File: src/rtl/dmem_bus_ctrl_pkg.sv
// dmem_bus_pkg: shared types and constants for the data-memory bus master.
//   state_t    - access sequencer states (IDLE, BUSY, DONE)
//   TMO_CTR_W  - width of the per-access timeout counter
package dmem_bus_pkg;

  localparam int unsigned TMO_CTR_W = 16;

  typedef enum logic [1:0] {
    IDLE = 2'd0,
    BUSY = 2'd1,
    DONE = 2'd2
  } state_t;

endpackage

File: src/rtl/dmem_bus_ctrl_if.sv
// dmem_bus_ctrl_if: single-beat valid/ready data bus.
//   bus_valid/bus_we/bus_addr/bus_wdata/bus_wstrb : master -> slave request
//   bus_ready/bus_rdata/bus_err                    : slave -> master response
//   modport master : used by dmem_bus_ctrl
//   modport slave  : used by a memory/peripheral model
interface dmem_bus_ctrl_if;

  logic        bus_valid;
  logic        bus_we;
  logic [31:0] bus_addr;
  logic [31:0] bus_wdata;
  logic [3:0]  bus_wstrb;
  logic        bus_ready;
  logic [31:0] bus_rdata;
  logic        bus_err;

  modport master (
    output bus_valid, bus_we, bus_addr, bus_wdata, bus_wstrb,
    input  bus_ready, bus_rdata, bus_err
  );

  modport slave (
    input  bus_valid, bus_we, bus_addr, bus_wdata, bus_wstrb,
    output bus_ready, bus_rdata, bus_err
  );

endinterface

File: src/rtl/dmem_bus_ctrl_timeout.sv
// bus_timeout_ctr: per-access wait counter for dmem_bus_ctrl.
//   clk, reset : clock, synchronous active-high reset
//   i_clear    : zero the counter (held while no access is in flight)
//   i_en       : count one cycle without a handshake
//   o_expire   : counter has reached TIMEOUT_CYCLES-1
// TIMEOUT_CYCLES = 0 removes the counter and never expires.
module bus_timeout_ctr
  import dmem_bus_pkg::*;
#(
  parameter int unsigned TIMEOUT_CYCLES = 255
) (
  input  logic clk,
  input  logic reset,
  input  logic i_clear,
  input  logic i_en,
  output logic o_expire
);

  generate
    if (TIMEOUT_CYCLES == 0) begin : g_off
      assign o_expire = 1'b0;
    end else begin : g_on
      localparam logic [TMO_CTR_W-1:0] LIMIT = TMO_CTR_W'(TIMEOUT_CYCLES - 32'd1);

      logic [TMO_CTR_W-1:0] r_count;

      always_ff @(posedge clk) begin
        if (reset || i_clear) begin
          r_count <= '0;
        end else if (i_en) begin
          r_count <= r_count + 1'b1;
        end
      end

      // The sequencer leaves BUSY on expiry, so the count never passes LIMIT.
      assign o_expire = (r_count == LIMIT);
    end
  endgenerate

endmodule

File: src/rtl/dmem_bus_ctrl.sv
// dmem_bus_ctrl: sequential bus master between the load/store alignment
// stage and the data memory/peripheral bus. One valid/ready transaction per
// request; the core is stalled until it completes.
//   clk, reset              : clock, synchronous active-high reset
//   req_read, req_write     : load/store request, held while stall=1
//   req_addr/wdata/wmask    : word address, lane-shifted data, byte mask
//   stall                   : hold the core pipeline (combinational)
//   done                    : one-cycle completion pulse
//   fault                   : with done, bus error or timeout
//   load_data               : registered read word
//   bus                     : master side of dmem_bus_ctrl_if
module dmem_bus_ctrl
  import dmem_bus_pkg::*;
#(
  parameter int unsigned TIMEOUT_CYCLES = 255
) (
  input  logic                   clk,
  input  logic                   reset,
  input  logic                   req_read,
  input  logic                   req_write,
  input  logic [31:0]            req_addr,
  input  logic [31:0]            req_wdata,
  input  logic [3:0]             req_wmask,
  output logic                   stall,
  output logic                   done,
  output logic                   fault,
  output logic [31:0]            load_data,
  dmem_bus_ctrl_if.master        bus
);

  state_t      r_state;
  logic        r_bus_valid;
  logic        r_bus_we;
  logic [31:0] r_bus_addr;
  logic [31:0] r_bus_wdata;
  logic [3:0]  r_bus_wstrb;
  logic [31:0] r_load_data;
  logic        r_done;
  logic        r_fault;

  logic        w_req;
  logic        w_busy;
  logic        w_handshake;
  logic        w_expire;

  assign w_req       = req_read | req_write;
  assign w_busy      = (r_state == BUSY);
  assign w_handshake = w_busy & r_bus_valid & bus.bus_ready;

  bus_timeout_ctr #(
    .TIMEOUT_CYCLES(TIMEOUT_CYCLES)
  ) u_timeout (
    .clk      (clk),
    .reset    (reset),
    .i_clear  (!w_busy),
    .i_en     (w_busy & !w_handshake),
    .o_expire (w_expire)
  );

  always_ff @(posedge clk) begin
    if (reset) begin
      r_state     <= IDLE;
      r_bus_valid <= 1'b0;
      r_bus_we    <= 1'b0;
      r_bus_addr  <= '0;
      r_bus_wdata <= '0;
      r_bus_wstrb <= '0;
      r_load_data <= '0;
      r_done      <= 1'b0;
      r_fault     <= 1'b0;
    end else begin
      r_done  <= 1'b0;
      r_fault <= 1'b0;
      case (r_state)
        IDLE: begin
          if (w_req) begin
            // A store wins when both requests are raised together.
            r_bus_valid <= 1'b1;
            r_bus_we    <= req_write;
            r_bus_addr  <= req_addr;
            r_bus_wdata <= req_wdata;
            r_bus_wstrb <= req_write ? req_wmask : 4'b0000;
            r_state     <= BUSY;
          end
        end
        BUSY: begin
          // Handshake is checked first so a same-cycle expiry is not a fault.
          if (w_handshake) begin
            r_bus_valid <= 1'b0;
            r_done      <= 1'b1;
            r_fault     <= bus.bus_err;
            if (!r_bus_we) begin
              r_load_data <= bus.bus_err ? '0 : bus.bus_rdata;
            end
            r_state <= DONE;
          end else if (w_expire) begin
            r_bus_valid <= 1'b0;
            r_done      <= 1'b1;
            r_fault     <= 1'b1;
            if (!r_bus_we) begin
              r_load_data <= '0;
            end
            r_state <= DONE;
          end
        end
        DONE: begin
          r_state <= IDLE;
        end
        default: begin
          r_bus_valid <= 1'b0;
          r_state     <= IDLE;
        end
      endcase
    end
  end

  assign stall         = ((r_state == IDLE) & w_req) | w_busy;
  assign done          = r_done;
  assign fault         = r_fault;
  assign load_data     = r_load_data;

  assign bus.bus_valid = r_bus_valid;
  assign bus.bus_we    = r_bus_we;
  assign bus.bus_addr  = r_bus_addr;
  assign bus.bus_wdata = r_bus_wdata;
  assign bus.bus_wstrb = r_bus_wstrb;

endmodule

File: src/flat_wrapper.sv
// flat-port wrapper written by rule: the top's interface ports become plain ports
module dmem_bus_ctrl_flat import dmem_bus_pkg::*;
#(
  parameter int unsigned TIMEOUT_CYCLES = 255
)
  (clk, reset, req_read, req_write, req_addr, req_wdata, req_wmask, stall, done, fault, load_data, bus_bus_valid, bus_bus_we, bus_bus_addr, bus_bus_wdata, bus_bus_wstrb, bus_bus_ready, bus_bus_rdata, bus_bus_err);
  dmem_bus_ctrl_if bus_i ();
  input  logic clk;
  input  logic reset;
  input  logic req_read;
  input  logic req_write;
  input  logic [31:0] req_addr;
  input  logic [31:0] req_wdata;
  input  logic [3:0] req_wmask;
  output logic stall;
  output logic done;
  output logic fault;
  output logic [31:0] load_data;
  output wire logic [$bits(bus_i.bus_valid)-1:0] bus_bus_valid;
  output wire logic [$bits(bus_i.bus_we)-1:0] bus_bus_we;
  output wire logic [$bits(bus_i.bus_addr)-1:0] bus_bus_addr;
  output wire logic [$bits(bus_i.bus_wdata)-1:0] bus_bus_wdata;
  output wire logic [$bits(bus_i.bus_wstrb)-1:0] bus_bus_wstrb;
  input wire logic [$bits(bus_i.bus_ready)-1:0] bus_bus_ready;
  input wire logic [$bits(bus_i.bus_rdata)-1:0] bus_bus_rdata;
  input wire logic [$bits(bus_i.bus_err)-1:0] bus_bus_err;
  assign bus_bus_valid = bus_i.bus_valid;
  assign bus_bus_we = bus_i.bus_we;
  assign bus_bus_addr = bus_i.bus_addr;
  assign bus_bus_wdata = bus_i.bus_wdata;
  assign bus_bus_wstrb = bus_i.bus_wstrb;
  assign bus_i.bus_ready = bus_bus_ready;
  assign bus_i.bus_rdata = bus_bus_rdata;
  assign bus_i.bus_err = bus_bus_err;
  dmem_bus_ctrl #(.TIMEOUT_CYCLES(TIMEOUT_CYCLES)) u_core (.clk(clk), .reset(reset), .req_read(req_read), .req_write(req_write), .req_addr(req_addr), .req_wdata(req_wdata), .req_wmask(req_wmask), .stall(stall), .done(done), .fault(fault), .load_data(load_data), .bus(bus_i));
endmodule
File: config.mk
export PLATFORM = sky130hd
export DESIGN_NAME = dmem_bus_ctrl_flat
export DESIGN_NICKNAME = d
export VERILOG_FILES = /design/src/rtl/dmem_bus_ctrl_pkg.sv /design/src/rtl/dmem_bus_ctrl_if.sv /design/src/rtl/dmem_bus_ctrl_timeout.sv /design/src/rtl/dmem_bus_ctrl.sv /design/src/flat_wrapper.sv
export SDC_FILE = /design/constraint.sdc
export NUM_CORES = 1
export LEC_CHECK = 0
export ABC_AREA = 0
export CORE_UTILIZATION = 28
export CTS_CLUSTER_DIAMETER = 80
export DETAILED_ROUTE_END_ITERATION = 10
export GPL_TIMING_DRIVEN = 0
export PLACE_DENSITY = 0.63
export REMOVE_ABC_BUFFERS = 1
export SYNTH_ARGS = -nofsm -noshare
export SYNTH_HDL_FRONTEND = slang
export SYNTH_SLANG_ARGS = --single-unit
File: constraint.sdc
create_clock -name clk -period 4.1 [get_ports clk]
set_clock_uncertainty 0.05 [all_clocks]
set_input_delay 0.82 -clock clk [delete_from_list [all_inputs] [get_ports clk]]
set_output_delay 0.82 -clock clk [all_outputs]
set_load 0.005 [all_outputs]
Word level (Yosys, flattened, before mapping)

Cells that the tools add are included.
Widths: inputs -> output; s select.

Flip-flop bits (word level): 122
Bits of input ports: 106
Output and inout bits: 105

Eq/ne operators: 5
Reductions and logical operators: 10
Bitwise logic cells: 9
Add/sub/neg operators: 1
Mux-type cells: 17

Operator list:

| kind                  | number |
|---|---|
| $mux 32               | 5 |
| $add 16x1->16 const B | 1 |
| $eq 16x8->1 const B   | 1 |
| $mux 1                | 6 |
| $mux 2                | 3 |
| $reduce_and 3->1      | 2 |
| $and 1x1->1           | 4 |
| $mux 4                | 1 |
| $pmux 2 s2            | 1 |
| $reduce_and 2->1      | 2 |
| $ne 3x3->1 const B    | 1 |
| $not 1->1             | 3 |
| $pmux 1 s3            | 1 |
| $eq 2x1->1 const B    | 1 |
| $eq 2x2->1 const B    | 1 |
| $logic_not 1->1       | 2 |
| $logic_not 2->1       | 1 |
| $ne 2x1->1 const B    | 1 |
| $or 1x1->1            | 2 |
| $reduce_bool 2->1     | 1 |
| $reduce_or 2->1       | 1 |
| $logic_or 1x1->1      | 1 |

Logic depth before layout (Yosys ltp)

Word-level depth: 5
Depth in mapped cells: 7
Gate-level depth less buffers: 6

By module

Synthesis repeated with hierarchy kept, for this count alone.

Cells, all modules: 606
Area total of the unflattened synthesis: 5166.2 µm²

By module, submodules not included:

| module          | cells an instance | instances | area each (µm²) | sequential area each (µm²) |
|---|---|---|---|---|
| dmem_bus_ctrl   | 515               | 1         | 4391.7          | 2122.0 |
| bus_timeout_ctr | 91                | 1         | 774.5           | 320.3 |

Least setup slack after synthesis

Ideal clock, no wire load.

Path type: input-to-output
Start point: input req_write
End point: output stall
Data required time: 3.230 ns
Stages: 3
Setup slack: 1.737 ns
Arrival: 1.493 ns
Cell sequence: o21ai_1 -> clkbuf_1 -> nand2_1

Longest elaborated chain between the ends: 3

Ends and longest elaborated chain:

| what            | RTL line             | source |
|---|---|---|
| start, declared | flat_wrapper.sv:11   | `input logic req_write;` |
| $or 1x1->1      | dmem_bus_ctrl.sv:46  | `assign w_req = req_read \| req_write;` |
| $and 1x1->1     | dmem_bus_ctrl.sv:117 | `assign stall = ((r_state == IDLE) & w_req) \| w_busy;` |
| $or 1x1->1      | dmem_bus_ctrl.sv:117 |  |
| end, declared   | flat_wrapper.sv:15   | `output logic stall;` |

Every way passes these cells.

Final worst setup path

Same ends and word-level chain as after synthesis.

==> impl_results.md <==
- Most common cell on crit path: clkdlybuf4s50_1
- Final period util: 81.53%
- Iter 0 DRT Violations: 206
- PwrDens: 432.8 mW/mm^2
- Avg WL per Cell: 13.52 microns
- CTS Buf Count: 17
- DIE AREA: 0.01675 sq mm
- FP Rows: 46
- Max clock buf depth: 2
- Vias per cell: 4.474
- Seq cells post-synth: 122
- Hpwl dp: 9008 microns
- Ports: 211
- Min-Delay Path Depth: 2
- Hold Crit Class: register to register
- Final Max Tran Viols: 0
- First-pass GRT wire length: 20,790 microns
- Clock slew at reported path FFs: 0.05 ns
- R2R depth: 6
- Max Cap Violations: 0
- Sum Neg Setup Slack: 0 ns
- Critical Path RT: 3.23 ns
- Routed Antenna Nets: 0
- # nets final: 860
- Share of layout cells above drive strength 1: 5.759%
- WL final: 13,250 microns
- CP endpoint kind: primary output
- Post-CTS Setup Bufs: 0
- Initial antenna violation count: 0
- Placed cells: 949
- Critical-path top delay cell: clkdlybuf4s50_1
- Top_reg_cell synth: dfxtp_1
- CP max stage delay: 0.48 ns
- Netlist cell types: 41
- Fraction of registers with async set/reset: 0%
- CTS sink count: 122
- Pleak: 2.678 nW
- Initial Util: 28.62%
- Power Total: 3.253 mW
- Critical path arrival: 2.47 ns
- CTS H-tree depth: 4
- Unrepaired setup endpoints after global routing: false
- Final hold vios: 0
- GRT Overall Usage: 16.12%
- Finish-stage setup viols: 0
- Peak VDD IR: 0.2633 mV
- Buffers on Ports: 210
- Status: completed
- Startpoint types: input port
- Total gr overflow: 0
- EDFF count, synth: 0
- Pre-antenna DRT Iters: 4
- Die extent in x: 129.4 microns
- Crit-path max FO: 26
- Synthesis warning total: 0
- Vias in the first global route: 4,130
- Mean post-synth cell area: 8.193 sq um
- Fmax achieved: 0.2992 GHz
- Post-CTS Resized: 0
- Area delta synth->final: 65.33%
- CP Cell Sequence: clkdlybuf4s50_1, o21ai_4, buf_16, nand2_1, clkdlybuf4s50_1
- Cell Area, Synth: 0.004547 sq mm
- Root Driver: clkbuf_16
- Final min period: 3.343 ns
- Sequential fraction of the synthesis area: 53.71%
- CTS tree: done
- Drt drc: 0
- Final GP Congestion: 0.7386
- Slew @ Worst Pin: 0.7837 ns
- Ant diodes: 0
- Rel. slew slack: 47.64%
- Largest net degree at the start of global routing: 66
- Final Non-Filler Cells: 980
- WHS: 0.4015 ns
- Hold-fix buffers at CTS: 0
- Die height: 129.4 microns
- Core ar.: 0.01589 sq mm
- Class of the most critical setup path: input port to primary output
- Clock Latency Late Sink: 0.40 ns
- Post-Syn Instances: 555
- Vias after detailed routing: 4,385
## metrics by stage
stage	util [%]	area (sq um)	worst slack, ns
floorplan	-	4382	-0.03419
global placement	42.52	6754	-3.619
detailed placement	43.40	6894	0.6437
CTS	47.27	7510	0.7052
global route	47.32	7517	0.6368
finish	47.32	7517	0.7573
## power breakdown
group / switching, mW / total [mW] / leakage [nW] / internal (mW)
sequential: 0.0333 / 1.28 / 0.997 / 1.25
clock: 0.504 / 1.54 / 0.296 / 1.03
combinational: 0.180 / 0.434 / 1.39 / 0.253
## synth_stat cells (2+ instances only)
| library cell | n | area share, % |
|---|---|---|
| clkbuf_1 | 26 | 2.1 |
| xnor2_1 | 4 | 0.77 |
| or4_1 | 6 | 0.99 |
| inv_1 | 4 | 0.33 |
| xor2_1 | 2 | 0.39 |
| nand4_1 | 3 | 0.41 |
| buf_2 | 6 | 0.66 |
| o31ai_1 | 6 | 0.99 |
| buf_6 | 2 | 0.50 |
| o21ai_0 | 32 | 3.5 |
| nor4_1 | 2 | 0.28 |
| o21ai_1 | 5 | 0.55 |
| nor2_1 | 15 | 1.2 |
| and4_1 | 3 | 0.58 |
| buf_1 | 4 | 0.33 |
| and2_1 | 3 | 0.41 |
| or3_1 | 2 | 0.28 |
| nand2_1 | 170 | 14 |
| nand3_1 | 6 | 0.66 |
| a22oi_1 | 4 | 0.66 |
| a21oi_1 | 77 | 8.5 |
| nand2b_1 | 32 | 4.4 |
| dfxtp_1 | 122 | 54 |
| ha_1 | 2 | 0.55 |
## metal layers
metal / GRT usage, % / vias up / share of wire (%)
met5: 0 / - / 0
met3: 6.317 / 11 / 9.5
li1: - / 2239 / -
met4: 6.566 / 0 / 1.3
met1: 19.27 / 1960 / 45
met2: 25.87 / 175 / 44
## worst max-delay path: cells and delay by family
family,cells,cell delay [ns]
AO/OA/AOI/OAI,1,0.43
AND/OR/NAND/NOR,1,0.06
buffers and inverters,3,1.15
## final cells by class
cell class	count	area, sq um
Clock buffer	25	505.5
Multi-Input combinational cell	391	1953
Sequential cell	122	2442
Clock inverter	6	110.1
Timing Repair Buffer	216	2221
Fill cell	1554	8368
Tap cell	216	270.3
Inverter	4	15.01
## layout by cell type, fill, tap and decap left out, types with 4 or more instances in the layout
cell,instances
a21oi_1,77
a22oi_1,4
clkbuf_16,17
clkbuf_8,5
clkdlybuf4s50_1,209
dfxtp_1,122
inv_1,4
nand2_1,170
nand2b_1,32
nand3_1,6
nor2_1,15
o21ai_0,32
o21ai_1,4
o31ai_1,6
or4_1,6
xnor2_1,4
## sequential cells by signal (all words and copies together), names as in the netlist
signal	count
u_core.bus.bus_we	1
u_core.bus.bus_addr	32
u_core.u_timeout.g_on.r_count	16
u_core.bus.bus_valid	1
u_core.fault	1
u_core.bus.bus_wstrb	4
u_core.r_state	2
u_core.load_data	32
u_core.done	1
u_core.bus.bus_wdata	32
## kinds of logic (layout without fill, tap and decap cells)
group	count (synthesis)	in the layout	synth area share [%]
adder cells (fa/ha/maj)	2	2	0.5503
flip-flops	122	122	53.71
XOR/XNOR	6	6	1.156
buffers and inverters	42	251	3.962
AND/OR/NAND/NOR	252	252	25.26
AO/OA/AOI/OAI	131	131	15.36
## path summary, 6_finish.rpt
kind	startpoint	to	slack (ns)
setup / recovery	req_write	stall	0.76
hold / removal	u_core.bus.bus_addr[25]	u_core.bus.bus_addr[25]	0.40
setup reg to reg	u_core.u_timeout.g_on.r_count[0]	u_core.load_data[18]	1.91
hold reg to reg	u_core.bus.bus_addr[25]	u_core.bus.bus_addr[25]	0.40
Power figures use the tool's default switching activity.
